===== config.mk =====
export PLATFORM = sky130hd
export DESIGN_NAME = input_skew_feeder
export DESIGN_NICKNAME = d
export VERILOG_FILES = /design/src/rtl/tpu_feeder_pkg.sv /design/src/rtl/skew_delay_line.sv /design/src/rtl/input_skew_feeder.sv
export SDC_FILE = /design/constraint.sdc
export NUM_CORES = 2
export LEC_CHECK = 0
export BUFFER_PORTS_ARGS = -buffer_cell sky130_fd_sc_hd__buf_4
export CAP_MARGIN = 0
export CORE_ASPECT_RATIO = 1.75
export CORE_MARGIN = 2
export CORE_UTILIZATION = 25
export CTS_CLUSTER_DIAMETER = 100
export DETAILED_ROUTE_END_ITERATION = 8
export GPL_ROUTABILITY_DRIVEN = 0
export GPL_TIMING_DRIVEN = 0
export PLACE_DENSITY = 0.38
export SLEW_MARGIN = 25
export SYNTH_ARGS = -nofsm -noshare
export SYNTH_HDL_FRONTEND = slang
export SYNTH_SLANG_ARGS = --single-unit

===== constraint.sdc =====
create_clock -name clk -period 48.6 [get_ports clk]
set_input_delay 9.72 -clock clk [delete_from_list [all_inputs] [get_ports clk]]
set_output_delay 9.72 -clock clk [all_outputs]
set_load 0.05 [all_outputs]

===== src/rtl/tpu_feeder_pkg.sv =====
// Shared types and default sizes for the input skew feeder.
package tpu_feeder_pkg;

    localparam int unsigned FEEDER_LANES  = 16;
    localparam int unsigned FEEDER_DW     = 8;
    localparam int unsigned FEEDER_ADDR_W = 10;

    typedef enum logic [1:0] {
        IDLE  = 2'd0,
        FETCH = 2'd1,
        DRAIN = 2'd2,
        DONE  = 2'd3
    } feeder_state_t;

    typedef logic [FEEDER_DW-1:0] lane_vec_t [FEEDER_LANES-1:0];

endpackage


===== src/rtl/skew_delay_line.sv =====
// Per-lane {valid,data} shift register; data is zeroed whenever valid is low.
module skew_delay_line #(
    parameter int unsigned DEPTH = 1,
    parameter int unsigned DW    = 8
) (
    input  logic          clk,
    input  logic          rst,
    input  logic          flush,
    input  logic          valid_in,
    input  logic [DW-1:0] data_in,
    output logic          valid_out,
    output logic [DW-1:0] data_out
);

    logic [DEPTH-1:0]         vld_sr;
    logic [DEPTH-1:0][DW-1:0] dat_sr;

    // Shift one stage per cycle; flush empties the whole line.
    always_ff @(posedge clk or posedge rst) begin
        if (rst) begin
            vld_sr <= '0;
            dat_sr <= '0;
        end else if (flush) begin
            vld_sr <= '0;
            dat_sr <= '0;
        end else begin
            vld_sr[0] <= valid_in;
            dat_sr[0] <= valid_in ? data_in : '0;
            for (int unsigned i = 1; i < DEPTH; i++) begin
                vld_sr[i] <= vld_sr[i-1];
                dat_sr[i] <= dat_sr[i-1];
            end
        end
    end

    assign valid_out = vld_sr[DEPTH-1];
    assign data_out  = dat_sr[DEPTH-1];

endmodule


===== src/rtl/input_skew_feeder.sv =====
// Streams a tile of UB input vectors and skews lane k by k cycles for the array.
module input_skew_feeder
    import tpu_feeder_pkg::*;
#(
    parameter int unsigned LANES  = FEEDER_LANES,
    parameter int unsigned DW     = FEEDER_DW,
    parameter int unsigned ADDR_W = FEEDER_ADDR_W
) (
    input  logic                       clk,
    input  logic                       rst,
    input  logic                       start,
    input  logic                       abort,
    input  logic [ADDR_W-1:0]          base_addr,
    input  logic [ADDR_W-1:0]          num_rows,
    output logic                       ub_rd_input_en,
    output logic [ADDR_W-1:0]          ub_rd_input_addr_in,
    input  logic [LANES-1:0][DW-1:0]   ub_rd_input_data_out,
    output logic [LANES-1:0][DW-1:0]   sa_data_out,
    output logic [LANES-1:0]           sa_valid_out,
    output logic                       busy,
    output logic                       done
);

    localparam int unsigned DRAIN_W = (LANES > 1) ? $clog2(LANES) : 1;
    localparam logic [DRAIN_W-1:0] DRAIN_LAST = DRAIN_W'(LANES - 1);

    feeder_state_t       state, state_nxt;
    logic [ADDR_W-1:0]   base_q;
    logic [ADDR_W-1:0]   num_q;
    logic [ADDR_W-1:0]   row_cnt;
    logic [DRAIN_W-1:0]  drain_cnt;
    logic                accept;
    logic                in_fetch;
    logic                flush;
    logic [ADDR_W-1:0]   last_row;

    assign accept   = (state == IDLE) && start && !abort;
    assign in_fetch = (state == FETCH);
    assign flush    = abort && (state != IDLE);
    assign last_row = num_q - ADDR_W'(1);

    // State register.
    always_ff @(posedge clk or posedge rst) begin
        if (rst) begin
            state <= IDLE;
        end else begin
            state <= state_nxt;
        end
    end

    // Next-state decode; abort outside IDLE always returns to IDLE.
    always_comb begin
        state_nxt = state;
        unique case (state)
            IDLE: begin
                if (accept) begin
                    state_nxt = (num_rows == '0) ? DONE : FETCH;
                end
            end
            FETCH: begin
                if (abort) begin
                    state_nxt = IDLE;
                end else if (row_cnt == last_row) begin
                    state_nxt = DRAIN;
                end
            end
            DRAIN: begin
                if (abort) begin
                    state_nxt = IDLE;
                end else if (drain_cnt == DRAIN_LAST) begin
                    state_nxt = DONE;
                end
            end
            DONE: begin
                state_nxt = IDLE;
            end
            default: begin
                state_nxt = IDLE;
            end
        endcase
    end

    // Tile parameters are captured only when a start is accepted.
    always_ff @(posedge clk or posedge rst) begin
        if (rst) begin
            base_q <= '0;
            num_q  <= '0;
        end else if (accept) begin
            base_q <= base_addr;
            num_q  <= num_rows;
        end
    end

    // Row and drain counters run only in their own state and restart from zero.
    always_ff @(posedge clk or posedge rst) begin
        if (rst) begin
            row_cnt   <= '0;
            drain_cnt <= '0;
        end else begin
            row_cnt   <= in_fetch ? row_cnt + ADDR_W'(1) : '0;
            drain_cnt <= (state == DRAIN) ? drain_cnt + DRAIN_W'(1) : '0;
        end
    end

    // UB read port and status outputs decode directly from state.
    always_comb begin
        ub_rd_input_en      = in_fetch;
        ub_rd_input_addr_in = in_fetch ? (base_q + row_cnt) : '0;
        busy                = (state == FETCH) || (state == DRAIN);
        done                = (state == DONE);
    end

    // Lane k sees k+1 register stages, giving the diagonal wavefront.
    for (genvar k = 0; k < LANES; k++) begin : g_lane
        skew_delay_line #(
            .DEPTH (k + 1),
            .DW    (DW)
        ) u_skew (
            .clk       (clk),
            .rst       (rst),
            .flush     (flush),
            .valid_in  (in_fetch),
            .data_in   (ub_rd_input_data_out[k]),
            .valid_out (sa_valid_out[k]),
            .data_out  (sa_data_out[k])
        );
    end

endmodule


# Yosys cells after proc, flatten, opt, wreduce, memory -nomap -nowiden
# Cells that the tools add are included.
dict set report word_totals {
  in_bits 152
  register_bits 1260
}
dict set report op_classes {
  n_mux 58
  addsub 4
  eq_ne 8
  reduce_logical 9
}
# operator count
set ops {}
lappend ops {{8-bit 2-to-1 mux} 18}
lappend ops {{128-bit 2-to-1 mux} 1}
lappend ops {{120-bit 2-to-1 mux} 1}
lappend ops {{112-bit 2-to-1 mux} 1}
lappend ops {{104-bit 2-to-1 mux} 1}
lappend ops {{96-bit 2-to-1 mux} 1}
lappend ops {{88-bit 2-to-1 mux} 1}
lappend ops {{80-bit 2-to-1 mux} 1}
lappend ops {{72-bit 2-to-1 mux} 1}
lappend ops {{64-bit 2-to-1 mux} 1}
lappend ops {{56-bit 2-to-1 mux} 1}
lappend ops {{48-bit 2-to-1 mux} 1}
lappend ops {{40-bit 2-to-1 mux} 1}
lappend ops {{16-bit 2-to-1 mux} 2}
lappend ops {{32-bit 2-to-1 mux} 1}
lappend ops {{10-bit 2-to-1 mux} 3}
lappend ops {{24-bit 2-to-1 mux} 1}
lappend ops {{15-bit 2-to-1 mux} 1}
lappend ops {{14-bit 2-to-1 mux} 1}
lappend ops {{2-bit 2-to-1 mux} 7}
lappend ops {{13-bit 2-to-1 mux} 1}
lappend ops {{12-bit 2-to-1 mux} 1}
lappend ops {{11-bit 2-to-1 mux} 1}
lappend ops {{10-bit by 1-bit adder with 10-bit output, second input constant} 1}
lappend ops {{other kinds (24)} 29}

# Depth between registers and ports, before layout
dict set report logic_depth {
  ltp_word 5
  depth_mapped 9
  mapped_depth_nobuf 9
}

# By module
# A second synthesis with hierarchy kept.
dict set report hier_totals {
  cells_unflattened 2951
  area_unflattened_um2 43188.9
}
# mod seq_area_each_um2 cells_each n_inst area_each_um2
set modules_own_cells {}
lappend modules_own_cells {{skew_delay_line at g_lane[15].u_skew} 3603.5 313 1 4778.3}
lappend modules_own_cells {{skew_delay_line at g_lane[14].u_skew} 3378.2 294 1 4518.1}
lappend modules_own_cells {{skew_delay_line at g_lane[13].u_skew} 3153.0 275 1 4197.8}
lappend modules_own_cells {{skew_delay_line at g_lane[12].u_skew} 2927.8 256 1 3839.9}
lappend modules_own_cells {{skew_delay_line at g_lane[11].u_skew} 2702.6 237 1 3577.2}
lappend modules_own_cells {{skew_delay_line at g_lane[10].u_skew} 2477.4 218 1 3269.4}
lappend modules_own_cells {{skew_delay_line at g_lane[9].u_skew} 2252.2 199 1 2949.1}
lappend modules_own_cells {{skew_delay_line at g_lane[8].u_skew} 2026.9 180 1 2742.6}
lappend modules_own_cells {input_skew_feeder 900.9 239 1 2376.0}
lappend modules_own_cells {{skew_delay_line at g_lane[7].u_skew} 1801.7 160 1 2373.5}
lappend modules_own_cells {{skew_delay_line at g_lane[6].u_skew} 1576.5 141 1 2087.0}
lappend modules_own_cells {{skew_delay_line at g_lane[5].u_skew} 1351.3 122 1 1804.2}
lappend modules_own_cells {{skew_delay_line at g_lane[4].u_skew} 1126.1 103 1 1517.7}
lappend modules_own_cells {{skew_delay_line at g_lane[3].u_skew} 900.9 84 1 1231.2}
lappend modules_own_cells {{3 more rows} - - - -}

# Least setup slack after synthesis
# No wires, ideal clock.
dict set report synth_path {
  kind {reg2out}
  start {reg row_cnt[0]}
  end {out ub_rd_input_addr_in[8]}
  setup_slack_ps 36281
  t_arrival_ps 2599
  path_stages_with_launch 10
  cell_sequence {dfrtp_1 -> ha_1 -> inv_1 -> fa_1 -> nor2b_1 -> o21ai_0 -> a21boi_0 -> o21ai_0 -> a21oi_1 -> mux2i_1}
}
dict set report synth_via {
  elab_chain_len 2
}
# element line
set synth_rtl {}
lappend synth_rtl {{start, declared} input_skew_feeder.sv:30} ;# logic [ADDR_W-1:0] row_cnt;
lappend synth_rtl {{start signal, assigned} input_skew_feeder.sv:100} ;# row_cnt <= in_fetch ? row_cnt + ADDR_W'(1) : '0;
lappend synth_rtl {{10-bit adder} input_skew_feeder.sv:108} ;# ub_rd_input_addr_in = in_fetch ? (base_q + row_cnt) : '0;
lappend synth_rtl {{10-bit 2-to-1 mux} input_skew_feeder.sv:108}
lappend synth_rtl {{end, declared} input_skew_feeder.sv:16} ;# output logic [ADDR_W-1:0] ub_rd_input_addr_in,
# Every way passes these cells.

# Worst setup path in the final report
dict set report layout_path {
  start {reg state[1]}
  end {out ub_rd_input_addr_in[7]}
}
dict set report layout_via {
  elab_chain_len 2
}
# element line
set layout_rtl {}
lappend layout_rtl {{start, declared} input_skew_feeder.sv:27} ;# feeder_state_t state, state_nxt;
lappend layout_rtl {{start signal, assigned} input_skew_feeder.sv:47} ;# state <= state_nxt;
lappend layout_rtl {{2-bit by 1-bit equality test with 1-bit output} input_skew_feeder.sv:38} ;# assign in_fetch = (state == FETCH);
lappend layout_rtl {{10-bit 2-to-1 mux} input_skew_feeder.sv:108}
# Every way passes these cells.

==> qor.yml <==
post_cts_resize_count: 0
asyncSetResetFlopFracSynth: 1.00
synth.yosys.seq_area_share: 0.742
final.setup_skew_ps: 34.7
routed-via-count: 19000
timing_worst_slew_pin_value_ps: 963
number_of_antenna_violations_at_the_first_check_in_global_routing: 30
hold_path_class: "register to register"
setup.worst_path.class: "register to primary output"
timing.max_slew.rel_slack: 0.358
postSynthCellCount: 2719
complex_gate_fraction_of_the_synthesized_area: 0.00619
run_status: "finished clean"
setup_viol: 0
synth_top_cell_area_share: 0.742
min_period_over_period: 0.274
cp_data_arrival_time_ps: 3610
synth_common_cells: "sky130_fd_sc_hd__dfrtp_1 (1140), sky130_fd_sc_hd__and2_1 (982), sky130_fd_sc_hd__clkbuf_1 (142)"
ys_warn_count: 0
total_wirelength_of_the_detailed_routed_design_mm: 75.3
die_w_um: 300
clock_tree_from_tritoncts: "done"
cts_root_buffer: "sky130_fd_sc_hd__clkbuf_16"
place_inst: 5059
rows: 190
netlist_area_mm2: 0.0384
switchingPower_mw: 0.681
design.final.nets: 3325
clock_transition_at_the_registers_of_the_reported_paths_ps: 70
power_frac_clock: 0.374
initial_core_util: 0.251
max_cap_violations: 0
maxSlewViolCount: 0
rsz0062_at_grt: "no"
via_per_inst: 3.60
max_freq_ghz: 0.0750
irDropWorstVdd_mv: 0.0419
synth-edff-count: 0
cts_inserted_buffers: 111
power.sequential.fraction: 0.454
post_synthesis_mux_area_share: 0.00719
layout-drive-gt1-share: 0.208
clock_sinks: 1140
grt_start_max_net_pins: 98
drc: 0
post-cts-setup-buffer-count: 0
ys_types: 51
place.detailed.hpwl_mm: 50.3
critPathRequiredTime_ps: 38880
cell_internal_pwr_mw: 1.79
power_frac_comb: 0.173
static-leakage-power_nw: 24.6
global_route_wire_length_before_repair_mm: 120
hold_buffers: 0
synth_area_in_adders: 0.00573
finish.cell_count_without_fillers: 5270
largest_family_of_logic_cells_by_synthesized_area: "simple AND/OR/NAND/NOR gates"
grt.total_usage: 0.0993
vias_in_the_first_global_route: 20300
worstSkewPairLatency_ps: 710
fillers: 15400
grt_overflow_total: 0
detail-route-antenna-nets: 0
critical_path.max_fanout: 10
core_region_area_mm2: 0.153
synth-simple-area-share: 0.192
fin_area_mm2: 0.0477
detailedRoute.firstPassIterationCount: 4
yosys.area_share.xor_xnor: 0.00479
synthesis.nets: 2888
cts_htree_levels: 3
area.growth.synth_to_final_pct: 24.1
detailed_router_s_first_iteration_violation_count: 759
worst_setup_path_start_kind: "register"
hold_slack_ps: 430
synthMostInstantiatedCell: "sky130_fd_sc_hd__dfrtp_1"
ys_dominant_reg_cell: "sky130_fd_sc_hd__dfrtp_1"
netlist_top_cells_area: "sky130_fd_sc_hd__dfrtp_1 (74%), sky130_fd_sc_hd__and2_1 (16%), sky130_fd_sc_hd__buf_4 (2.7%), sky130_fd_sc_hd__and3_1 (2.1%), sky130_fd_sc_hd__clkbuf_1 (1.4%)"
period_needed_ps: 13330
dieArea_mm2: 0.157
critPathCaptureType: "primary output"
swShare: 0.275
wl_per_cell_um: 14.3
power-per-cell-area_mw_per_mm2: 51.9
die_h_um: 523
pin_count: 309
ys_seq_elements: 1140
syn_area_per_cell_um2: 14.1
ctsLongestPathBuffers: 3
numPortBuffers: 308
place_area_mm2: 0.0437
synth.largest_area_cell: "sky130_fd_sc_hd__dfrtp_1"
report.final.hold_viol_count: 0
-- stage by stage --
step,setup TNS [ps],power [mW],util,setup WS [ps]
final,0,2.47,0.312,35270
after floorplan,0,1.43,-,6770
after global placement,-7184290,1.59,0.283,-6600
after global routing,0,2.62,0.312,34990
after detailed placement,0,1.59,0.286,35670
after CTS,0,2.54,0.312,35000
-- routing by layer --
layer,share of wire,vias to the layer above,GRT usage
met5,0.0032,-,0
met4,0.026,38,0.0351
met3,0.11,150,0.0469
met2,0.46,424,0.157
met1,0.41,9197,0.118
li1,-,9181,-
-- cell families (layout without fill, tap and decap cells) --
| kind of cell | count (synthesis) | count (layout) |
|---|---|---|
| xor gates and xnor gates | 21 | 21 |
| buffers and inverters | 290 | 816 |
| and+or+nand+nor | 1193 | 1193 |
| adders and majority gates | 17 | 17 |
| AOI/OAI and AO/OA | 33 | 33 |
| other | 0 | 9 |
| DFF | 1140 | 1140 |
| muxes | 25 | 25 |
-- critical path: stages, from the launching register on --
cell	delay (ps)
sky130_fd_sc_hd__dfrtp_1	430
sky130_fd_sc_hd__inv_1	120
sky130_fd_sc_hd__ha_1	240
sky130_fd_sc_hd__clkbuf_1	740
sky130_fd_sc_hd__clkbuf_1	740
sky130_fd_sc_hd__nand2_1	110
sky130_fd_sc_hd__mux2i_1	260
sky130_fd_sc_hd__buf_4	260
-- final timing paths --
path / startpoint / to / slack (ps) / cells after the start
setup / recovery: state[1] / ub_rd_input_addr_in[7] / 35270 / 7
hold reg to reg: g_lane[12].u_skew.dat_sr[71] / g_lane[12].u_skew.dat_sr[79] / 430 / 1
min in group asynchronous: rst / g_lane[13].u_skew.dat_sr[102] / 9050 / 2
hold / removal: g_lane[12].u_skew.dat_sr[71] / g_lane[12].u_skew.dat_sr[79] / 430 / 1
max in group asynchronous: rst / g_lane[4].u_skew.dat_sr[13] / 36600 / 8
setup reg to reg: state[0] / g_lane[9].u_skew.data_out[4] / 45220 / 9
-- placed cells by master, fill, tap and decap left out, types with 8 or more instances in the layout --
| master | count |
|---|---|
| sky130_fd_sc_hd__nand2_1 | 8 |
| sky130_fd_sc_hd__buf_4 | 444 |
| sky130_fd_sc_hd__nor3_1 | 10 |
| sky130_fd_sc_hd__and3_1 | 132 |
| sky130_fd_sc_hd__inv_1 | 10 |
| sky130_fd_sc_hd__bufinv_16 | 16 |
| sky130_fd_sc_hd__clkbuf_8 | 28 |
| sky130_fd_sc_hd__nand3_1 | 11 |
| sky130_fd_sc_hd__dfrtp_1 | 1140 |
| sky130_fd_sc_hd__and2_1 | 982 |
| sky130_fd_sc_hd__mux2_2 | 21 |
| sky130_fd_sc_hd__clkinv_2 | 16 |
| sky130_fd_sc_hd__clkbuf_16 | 112 |
| sky130_fd_sc_hd__ha_1 | 16 |
| sky130_fd_sc_hd__buf_16 | 14 |
| sky130_fd_sc_hd__diode_2 | 9 |
| sky130_fd_sc_hd__nor2_1 | 22 |
| sky130_fd_sc_hd__clkbuf_1 | 157 |
| sky130_fd_sc_hd__xor2_1 | 11 |
| sky130_fd_sc_hd__o21ai_0 | 8 |
| sky130_fd_sc_hd__xnor2_1 | 10 |
-- sequential cells by signal (all words and copies together) (netlist names) --
| register | flops |
|---|---|
| base_q | 10 |
| drain_cnt | 4 |
| g_lane.u_skew.dat_sr | 960 |
| g_lane.u_skew.data_out | 128 |
| g_lane.u_skew.vld_sr | 16 |
| num_q | 10 |
| row_cnt | 10 |
| state | 2 |
-- layout make-up --
class | instances | area (µm²) | share of cell area
inverter | 12 | 52.6 | 0.00110
antenna | 9 | 22.5 | 0.000472
sequential | 1140 | 28500 | 0.598
clock buffer | 159 | 3260 | 0.0684
timing repair buffer | 324 | 2740 | 0.0574
tap | 2016 | 2520 | 0.0529
buffer | 278 | 1560 | 0.0327
clock inverter | 43 | 689 | 0.0145
multi-input combinational | 1289 | 8310 | 0.174
-- power groups by stage --
| stage | clock network (mW) | registers (mW) | logic (mW) |
|---|---|---|---|
| 6_report | 0.924 | 1.12 | 0.427 |
| 3_5_place_dp | 0 | 1.14 | 0.447 |
| 3_3_place_gp | 0 | 1.15 | 0.437 |
| 5_1_grt | 1.00 | 1.14 | 0.485 |
| 2_1_floorplan | 0 | 1.15 | 0.285 |
| 4_1_cts | 0.967 | 1.12 | 0.449 |
(Power assumes the default switching activity.)
